### src/rtl/lsu_pkg.sv
// Shared types and helpers for the load/store unit: FSM state encoding,
// RV32 funct3 codes, access-size decode and alignment helpers.
package lsu_pkg;

  typedef enum logic [1:0] {
    IDLE,
    READ,
    WRITE,
    RESP
  } lsu_state_t;

  typedef enum logic [1:0] {
    SZ_BYTE,
    SZ_HALF,
    SZ_WORD
  } lsu_size_t;

  localparam logic [2:0] F3_B  = 3'b000;
  localparam logic [2:0] F3_H  = 3'b001;
  localparam logic [2:0] F3_W  = 3'b010;
  localparam logic [2:0] F3_BU = 3'b100;
  localparam logic [2:0] F3_HU = 3'b101;

  // Access size of a funct3 code; reserved codes behave as word accesses.
  function automatic lsu_size_t f3_size(input logic [2:0] funct3);
    case (funct3)
      F3_B, F3_BU: return SZ_BYTE;
      F3_H, F3_HU: return SZ_HALF;
      default:     return SZ_WORD;
    endcase
  endfunction

  // A halfword on an odd byte or a word off a word boundary is misaligned.
  function automatic logic is_misaligned(input logic [2:0] funct3, input logic [1:0] a);
    case (f3_size(funct3))
      SZ_HALF: return a[0];
      SZ_WORD: return |a;
      default: return 1'b0;
    endcase
  endfunction

  // Byte-lane offset with the low bits forced to the natural alignment of the access.
  function automatic logic [1:0] align_offset(input logic [2:0] funct3, input logic [1:0] a);
    case (f3_size(funct3))
      SZ_BYTE: return a;
      SZ_HALF: return {a[1], 1'b0};
      default: return 2'b00;
    endcase
  endfunction

endpackage

### src/rtl/lsu_lane_align.sv
// Purely combinational byte-lane steering for the load/store unit:
// merges store data into an old memory word, and extracts/extends a load
// result from a memory word. The offset is expected already aligned.
module lsu_lane_align
  import lsu_pkg::*;
(
  input  logic [31:0] i_old_word,
  input  logic [31:0] i_store_data,
  input  logic [31:0] i_load_word,
  input  logic [1:0]  i_offset,
  input  logic [2:0]  i_funct3,
  output logic [31:0] o_merged_word,
  output logic [31:0] o_load_result
);

  lsu_size_t   w_size;
  logic [7:0]  w_byte;
  logic [15:0] w_half;

  assign w_size = f3_size(i_funct3);
  assign w_byte = i_load_word[{i_offset, 3'b000} +: 8];
  assign w_half = i_load_word[{i_offset[1], 4'b0000} +: 16];

  // Store merge: replace only the lanes covered by the access.
  always_comb begin
    // NOTE: every always_comb output gets a default first, so no path can infer a latch.
    o_merged_word = i_old_word;
    case (w_size)
      SZ_BYTE: o_merged_word[{i_offset, 3'b000} +: 8]     = i_store_data[7:0];
      SZ_HALF: o_merged_word[{i_offset[1], 4'b0000} +: 16] = i_store_data[15:0];
      default: o_merged_word = i_store_data;
    endcase
  end

  // Load extract: funct3[2] selects zero-extension (BU/HU) over sign-extension.
  always_comb begin
    o_load_result = i_load_word;
    case (w_size)
      SZ_BYTE: o_load_result = i_funct3[2] ? {24'b0, w_byte} : {{24{w_byte[7]}}, w_byte};
      SZ_HALF: o_load_result = i_funct3[2] ? {16'b0, w_half} : {{16{w_half[15]}}, w_half};
      default: o_load_result = i_load_word;
    endcase
  end

endmodule

### src/rtl/load_store_unit.sv
// Load/store unit: turns byte-addressed RV32 loads/stores into word reads
// and merged word writes on a single-port, word-addressed data memory.
// Sub-word stores use read-modify-write. Optional macro
// LSU_MISALIGN_TRAP_EN makes misaligned accesses return resp_error instead
// of being silently aligned down.
module load_store_unit
  import lsu_pkg::*;
#(
  parameter int DATA_WIDTH    = 32,
  parameter int ADDRESS_WIDTH = 30
) (
  input  logic                     clk,
  input  logic                     rst,
  input  logic                     req_valid,
  output logic                     req_ready,
  input  logic                     req_store,
  input  logic [2:0]               req_funct3,
  input  logic [31:0]              req_address,
  input  logic [DATA_WIDTH-1:0]    req_write_data,
  output logic                     resp_valid,
  input  logic                     resp_ready,
  output logic [DATA_WIDTH-1:0]    resp_read_data,
  output logic                     resp_error,
  output logic [ADDRESS_WIDTH-1:0] mem_address,
  output logic [DATA_WIDTH-1:0]    mem_write_data,
  output logic                     mem_write_enable,
  input  logic [DATA_WIDTH-1:0]    mem_read_data
);

  lsu_state_t            r_state;
  lsu_state_t            w_next_state;
  logic                  r_store;
  logic [2:0]            r_funct3;
  logic [31:0]           r_addr;
  logic [DATA_WIDTH-1:0] r_wdata;
  logic [DATA_WIDTH-1:0] r_rdata;
  logic [DATA_WIDTH-1:0] r_resp_data;
  logic                  r_error;

  logic                  w_accept;
  logic                  w_req_trap;
  logic [1:0]            w_req_offset;
  logic [DATA_WIDTH-1:0] w_merged_word;
  logic [DATA_WIDTH-1:0] w_load_result;

`ifdef LSU_MISALIGN_TRAP_EN
  assign w_req_trap = is_misaligned(req_funct3, req_address[1:0]);
`else
  assign w_req_trap = 1'b0;
`endif

  assign w_accept     = req_valid && (r_state == IDLE);
  assign w_req_offset = align_offset(req_funct3, req_address[1:0]);

  lsu_lane_align u_lane_align (
    .i_old_word    (r_rdata),
    .i_store_data  (r_wdata),
    .i_load_word   (mem_read_data),
    .i_offset      (r_addr[1:0]),
    .i_funct3      (r_funct3),
    .o_merged_word (w_merged_word),
    .o_load_result (w_load_result)
  );

  // Outputs decoded from state; reset forces IDLE, which kills any write strobe at once.
  assign req_ready        = (r_state == IDLE);
  assign resp_valid       = (r_state == RESP);
  assign resp_read_data   = r_resp_data;
  assign resp_error       = (r_state == RESP) && r_error;
  assign mem_address      = r_addr[ADDRESS_WIDTH+1:2];
  assign mem_write_enable = (r_state == WRITE);
  assign mem_write_data   = (r_state == WRITE) ? w_merged_word : '0;

  // State register.
  always_ff @(posedge clk or posedge rst) begin
    // NOTE: sequential state uses non-blocking assignments so every register samples pre-edge values.
    if (rst) r_state <= IDLE;
    else     r_state <= w_next_state;
  end

  // Next-state: loads and sub-word stores read first, full-word stores write directly.
  always_comb begin
    w_next_state = r_state;
    case (r_state)
      IDLE: begin
        if (req_valid) begin
          if (w_req_trap)                           w_next_state = RESP;
          else if (!req_store)                      w_next_state = READ;
          else if (f3_size(req_funct3) == SZ_WORD)  w_next_state = WRITE;
          else                                      w_next_state = READ;
        end
      end
      READ:    w_next_state = r_store ? WRITE : RESP;
      WRITE:   w_next_state = RESP;
      RESP:    if (resp_ready) w_next_state = IDLE;
      default: w_next_state = IDLE;
    endcase
  end

  // Request latch on accept and read-data capture in READ.
  always_ff @(posedge clk or posedge rst) begin
    // NOTE: data registers are cleared too because the memory-side and response outputs derive from them.
    if (rst) begin
      r_store     <= 1'b0;
      r_funct3    <= F3_W;
      r_addr      <= '0;
      r_wdata     <= '0;
      r_rdata     <= '0;
      r_resp_data <= '0;
      r_error     <= 1'b0;
    end else begin
      case (r_state)
        IDLE: begin
          if (w_accept) begin
            r_store     <= req_store;
            r_funct3    <= req_funct3;
            r_addr      <= {req_address[31:2], w_req_offset};
            r_wdata     <= req_write_data;
            r_resp_data <= '0;
            r_error     <= w_req_trap;
          end
        end
        READ: begin
          r_rdata     <= mem_read_data;
          r_resp_data <= r_store ? '0 : w_load_result;
        end
        default: ;
      endcase
    end
  end

endmodule
### config.mk
export PLATFORM = sky130hd
export DESIGN_NAME = load_store_unit
export DESIGN_NICKNAME = d
export VERILOG_FILES = /design/src/rtl/lsu_pkg.sv /design/src/rtl/lsu_lane_align.sv /design/src/rtl/load_store_unit.sv
export SDC_FILE = /design/constraint.sdc
export NUM_CORES = 1
export LEC_CHECK = 0
export BUFFER_PORTS_ARGS = -buffer_cell sky130_fd_sc_hd__buf_2
export CORE_MARGIN = 1.5
export CORE_UTILIZATION = 32
export DETAILED_ROUTE_END_ITERATION = 7
export SLEW_MARGIN = 0
export SYNTH_ARGS = -nofsm -noshare
export SYNTH_HDL_FRONTEND = slang
export SYNTH_SLANG_ARGS = --single-unit
export TNS_END_PERCENT = 20
### constraint.sdc
create_clock -name clk -period 7.5 [get_ports clk]
set_input_delay 0.375 -clock clk [delete_from_list [all_inputs] [get_ports clk]]
set_output_delay 0.375 -clock clk [all_outputs]
set_load 0.01 [all_outputs]
Yosys cells after proc, flatten, opt, wreduce, memory -nomap -nowiden --
Index checks and enable logic that the tools add are counted. Widths: inputs -> output; s select.
Word-level totals: register bits 134, input port bits 104, word-level logic and storage cells 66
Cells by class: add/subtract/negate cells 2, equal/unequal tests 15, shift-type cells 6, muxes and demuxes 22, reduce and logical (&&, ||, !) cells 14
Operator list (number):
- $pmux 32 s2 | 3
- $mux 32 | 5
- $bwmux 32 | 2
- $shift 16x7->32 const A | 1
- $shift 8x7->32 const A | 1
- $shiftx 16x7->32 | 1
- $shiftx 32x6->16 | 1
- $shiftx 32x6->8 | 1
- $shiftx 8x7->32 | 1
- $mux 2 | 7
- $neg 5->7 | 2
- $eq 3x3->1 const B | 4
- $pmux 2 s2 | 3
- $pmux 2 s4 | 1
- $reduce_or 2->1 | 4
- $eq 2x1->1 const B | 3
- $eq 2x2->1 const B | 3
- $eq 3x1->1 const B | 2
- $logic_not 2->1 | 3
- $logic_not 3->1 | 2
- $reduce_and 2->1 | 3
- $ne 2x1->1 const B | 2
- $ne 2x2->1 const B | 1
- $reduce_bool 2->1 | 1
- 2 further kinds | 2

Logic depth before layout (Yosys ltp) --
depth in word-level cells 11, depth in mapped cells 9, mapped depth without buffers 6

Cells and area by module --
A second synthesis with hierarchy kept.
Unflattened totals: cell total of the unflattened synthesis 700, area total of the unflattened synthesis 7267.0 µm²
Modules (own cells, without submodules):
- load_store_unit | times used 1, cells an instance 441, area an instance 5637.9 µm², seq. area each 3354.5 µm²
- lsu_lane_align | times used 1, cells an instance 259, area an instance 1629.1 µm², seq. area each 0.0 µm²

Worst setup path before layout --
No wires, ideal clock.
path type register to output, start register r_addr[1], end output port mem_write_data[10], arrival 2123 ps, path slack 5002 ps, cell stages (with the launch flop) 9, path buffers 2, cell sequence dfrtp_1 > buf_6 > buf_2 > inv_1 > ha_1 > nand2_1 > nor3_1 > a221oi_1 > a211oi_1
Between the ends: longest elaborated chain between the ends 5, elaborated cells between the ends (all ways) 10, those cells by class 2 x add/sub; 4 x shift; 4 x mux
Ends and longest elaborated chain:
- start: declaration | RTL line load_store_unit.sv:34 | logic [31:0] r_addr;
- start signal: assignment | RTL line load_store_unit.sv:117 | r_addr <= {req_address[31:2], w_req_offset};
- $neg 5->7, on equally long branches | RTL line lsu_lane_align.sv:30, lsu_lane_align.sv:29
- $shiftx 16x7->32 (tied with other cells) | RTL line lsu_lane_align.sv:30 | SZ_HALF: o_merged_word[{i_offset[1], 4'b0000} +: 16] = i_store_data[15:0];
- $bwmux 32, on equally long branches | RTL line lsu_lane_align.sv:30, lsu_lane_align.sv:29
- $pmux 32 s2 * | RTL line lsu_lane_align.sv:28 | case (w_size)
- $mux 32 * | RTL line load_store_unit.sv:72 | assign mem_write_data = (r_state == WRITE) ? w_merged_word : '0;
- end: declaration | RTL line load_store_unit.sv:25 | output logic [DATA_WIDTH-1:0] mem_write_data,
Mark *: on every way between the ends. The rest lies on a longest branch, timed or not.

Final worst setup path --
start register r_addr[0], end output port mem_write_data[14]
Between the ends: longest elaborated chain between the ends 5, elaborated cells between the ends (all ways) 6, those cells by class 1 x add/sub; 2 x shift; 3 x mux
Ends and longest elaborated chain:
- $neg 5->7 * | RTL line lsu_lane_align.sv:29 | SZ_BYTE: o_merged_word[{i_offset, 3'b000} +: 8] = i_store_data[7:0];
- $shiftx 8x7->32 / $shift 8x7->32 (equally long branches) | RTL line lsu_lane_align.sv:29
- $bwmux 32 * | RTL line lsu_lane_align.sv:29
- $pmux 32 s2 * | RTL line lsu_lane_align.sv:28
- $mux 32 * | RTL line load_store_unit.sv:72
Marks and branches as above.

==> flow_summary.json <==
{
  "r2r-end": "resp_read_data[28]",
  "timing.critical_path.from": "r_addr[0]",
  "dieHeight_um": 152.7,
  "synthMostInstantiatedCell": "dfrtp_1",
  "critPathMaxStageDelay_ns": 0.80,
  "gr-total-overflow": 0,
  "antenna_found_initial": 3,
  "grt_pass1_vias": 5601,
  "drc": 0,
  "seqCellArea_mm2": 0.003357,
  "worst_pin_slew_ns": 1.045,
  "track_usage": 0.1872,
  "cp.arrival_ns": 3.23,
  "synth_cell_type_count": 40,
  "cp_num_buf_inv": 2,
  "power.total_uw": 4193,
  "drtIter0Drc": 283,
  "endpoint_kind": "output pin",
  "cp_slowest_cell": "nor3_1",
  "cp_cell_sequence": "inv_1, ha_1, nand2_1, nor3_1, a221oi_1, a211oi_1, buf_2",
  "n_fill_cell": 2195,
  "max_slew_margin": 0.2934,
  "synth_largest_area_cell": "dfrtp_1",
  "synth-seq-area-share": 0.4676,
  "fin_crit_sh": 0.4802,
  "skew_ns": 0.01369,
  "cp-endpoint": "mem_write_data[14]",
  "synth.area.top_cells": "dfrtp_1 (46%), mux2_2 (16%), a221o_1 (3.9%)",
  "cp.required_ns": 7.12,
  "worstSetupPathDepth": 7,
  "wl_per_cell_um": 20.15,
  "viasPerCell": 5.228,
  "tritoncts": "done",
  "p_leak_uw": 0.004082,
  "dr.pass1.iters": 5,
  "grt_max_degree": 76,
  "placementRows": 54,
  "hold_ws_ns": 0.02988,
  "finalSetupViolCount": 0,
  "root_buffer": "clkbuf_16",
  "r2r_cells": 7,
  "path_delay_family": "simple AND/OR/NAND/NOR gates",
  "clock_sinks": 134,
  "portBuffers": 200,
  "pwr_density_cell_mw_per_mm2": 475.5,
  "cts_setup_buffers": 0,
  "multi_input_area_mm2": 0.003307,
  "synthArstFlopShare": 1.000,
  "path_class": "reg2out",
  "path_max_fanout": 11,
  "fmax_mhz": 277.6,
  "rsz0062_at_grt": "no",
  "clk_latency_ns": 0.43,
  "synth_nets": 758,
  "r2r_start": "r_state[0]",
  "drive_above_1_share": 0.4534,
  "crit_path_start_kind": "register",
  "yosys_warnings": 0,
  "synth_edf_count": 0,
  "nets": 905,
  "dieArea_mm2": 0.02332,
  "hold_buffers": 0,
  "setup_tns_ns": 0,
  "min_period_ns": 3.602,
  "wl_mm": 21.89,
  "ant_nets": 0,
  "peakVddDrop_mv": 0.2592,
  "num_vias": 5678,
  "slew_viol_final": 0,
  "clk_pin_slew_ns": 0.06,
  "die_w_um": 152.7,
  "cts-buffers-inserted": 17,
  "grt_pass1_wl_mm": 33.62,
  "synth_top_area_frac": 0.4640,
  "gp_congestion": 0.7925,
  "start_util": 0.3277,
  "area_delta_synth_final_pct": 22.92,
  "ios": 202,
  "htree_levels": 4,
  "clockBufferDepth": 2,
  "synth_cells": 645,
  "synth_ff_type": "dfrtp_1",
  "ys_top_cells_by_count": "dfrtp_1 (133), mux2_2 (105), a21oi_1 (41)",
  "status": "finished, final reports clean",
  "ys_seq_elements": 134,
  "final-hold-violation-count": 0,
  "dp_hpwl_mm": 15.32,
  "r2r_setup_slack_ns": 4.74,
  "hp-class": "in2async",
  "coreArea_mm2": 0.02189,
  "drv_cap": 0,
  "netlist_area_mm2": 0.007173,
  "syn_avg_cell_area_um2": 11.12,
  "ctsResizeCount": 0
}
==> how the worst min path moves through the flow <==
stage                             end
floorplan                     r_store
global placement    resp_read_data[6]
global route                r_addr[2]
CTS                        r_addr[14]
finish                      r_addr[2]
detailed placement  resp_read_data[3]
==> power by group <==
group          leakage, uW  internal [uW]  switching [uW]
sequential         0.00163           1060             301
combinational      0.00214            888            1020
clock             0.000315            593             335
==> stage by stage <==
stage	std cells	utilization	worst slack (ns)	instance area (um2)
finish	1086	0.4028	3.898	8817
global route	1085	0.4027	3.539	8815
CTS	1085	0.4027	3.916	8815
detailed placement	1053	0.3729	4.368	8163
global placement	1053	0.3729	4.388	8163
floorplan	645	-	3.544	7173
==> sequential cells by signal, summed over array words and instances (netlist names) <==
| name | flops |
|---|---|
| r_store | 1 |
| r_funct3 | 3 |
| resp_read_data | 32 |
| r_wdata | 32 |
| r_addr | 32 |
| r_state | 2 |
| r_rdata | 32 |
==> layout make-up <==
class,count,area share
Tap cell,280,0.03973
Multi-Input combinational cell,410,0.3751
Sequential cell,134,0.3807
Antenna cell,1,0.0002838
Timing Repair Buffer,209,0.1212
Clock inverter,11,0.01944
Inverter,20,0.009082
Clock buffer,21,0.05449
==> cell families (layout without fill, tap and decap cells) <==
group	Yosys count	count (layout)	synth area share
adder cells (fa/ha/maj)	9	9	0.01570
buffers and inverters	101	261	0.07378
AO/OA/AOI/OAI	179	179	0.1783
AND/OR/NAND/NOR	96	96	0.06925
multiplexers	125	125	0.1948
other	1	2	0.0005228
flip-flops	134	134	0.4676
==> cell usage in the layout (no fill, tap or decap), types with 2 or more instances in the layout <==
cell type / netlist / layout
buf_4: 31 / 9
buf_2: 9 / 200
nor3_1: 2 / 2
clkinv_4: 0 / 3
bufinv_16: 0 / 4
dfrtp_2: 0 / 2
nor2b_1: 27 / 27
a221o_2: 4 / 4
a221o_1: 28 / 28
o31ai_1: 8 / 8
clkinv_2: 0 / 2
mux2_2: 105 / 105
clkbuf_16: 0 / 17
nor2_1: 21 / 21
mux2i_1: 17 / 16
nand2_1: 27 / 26
ha_1: 9 / 9
mux2_4: 3 / 3
a22oi_1: 16 / 16
nand3_1: 2 / 2
a21oi_1: 41 / 41
nand2b_1: 4 / 4
o22ai_1: 16 / 16
a22o_1: 10 / 10
dfrtp_1: 133 / 131
o21ai_0: 34 / 34
clkbuf_8: 0 / 4
a211oi_1: 8 / 8
nor3b_1: 8 / 8
a221oi_1: 9 / 9
clkinvlp_4: 0 / 2
inv_1: 20 / 19
==> routing by layer <==
metal / GRT usage / wire [um]
met4: 0.04441 / 290
met2: 0.3097 / 10850
met1: 0.2433 / 9383
met3: 0.05034 / 1343
met5: 0 / 17
(Power assumes the default switching activity.)
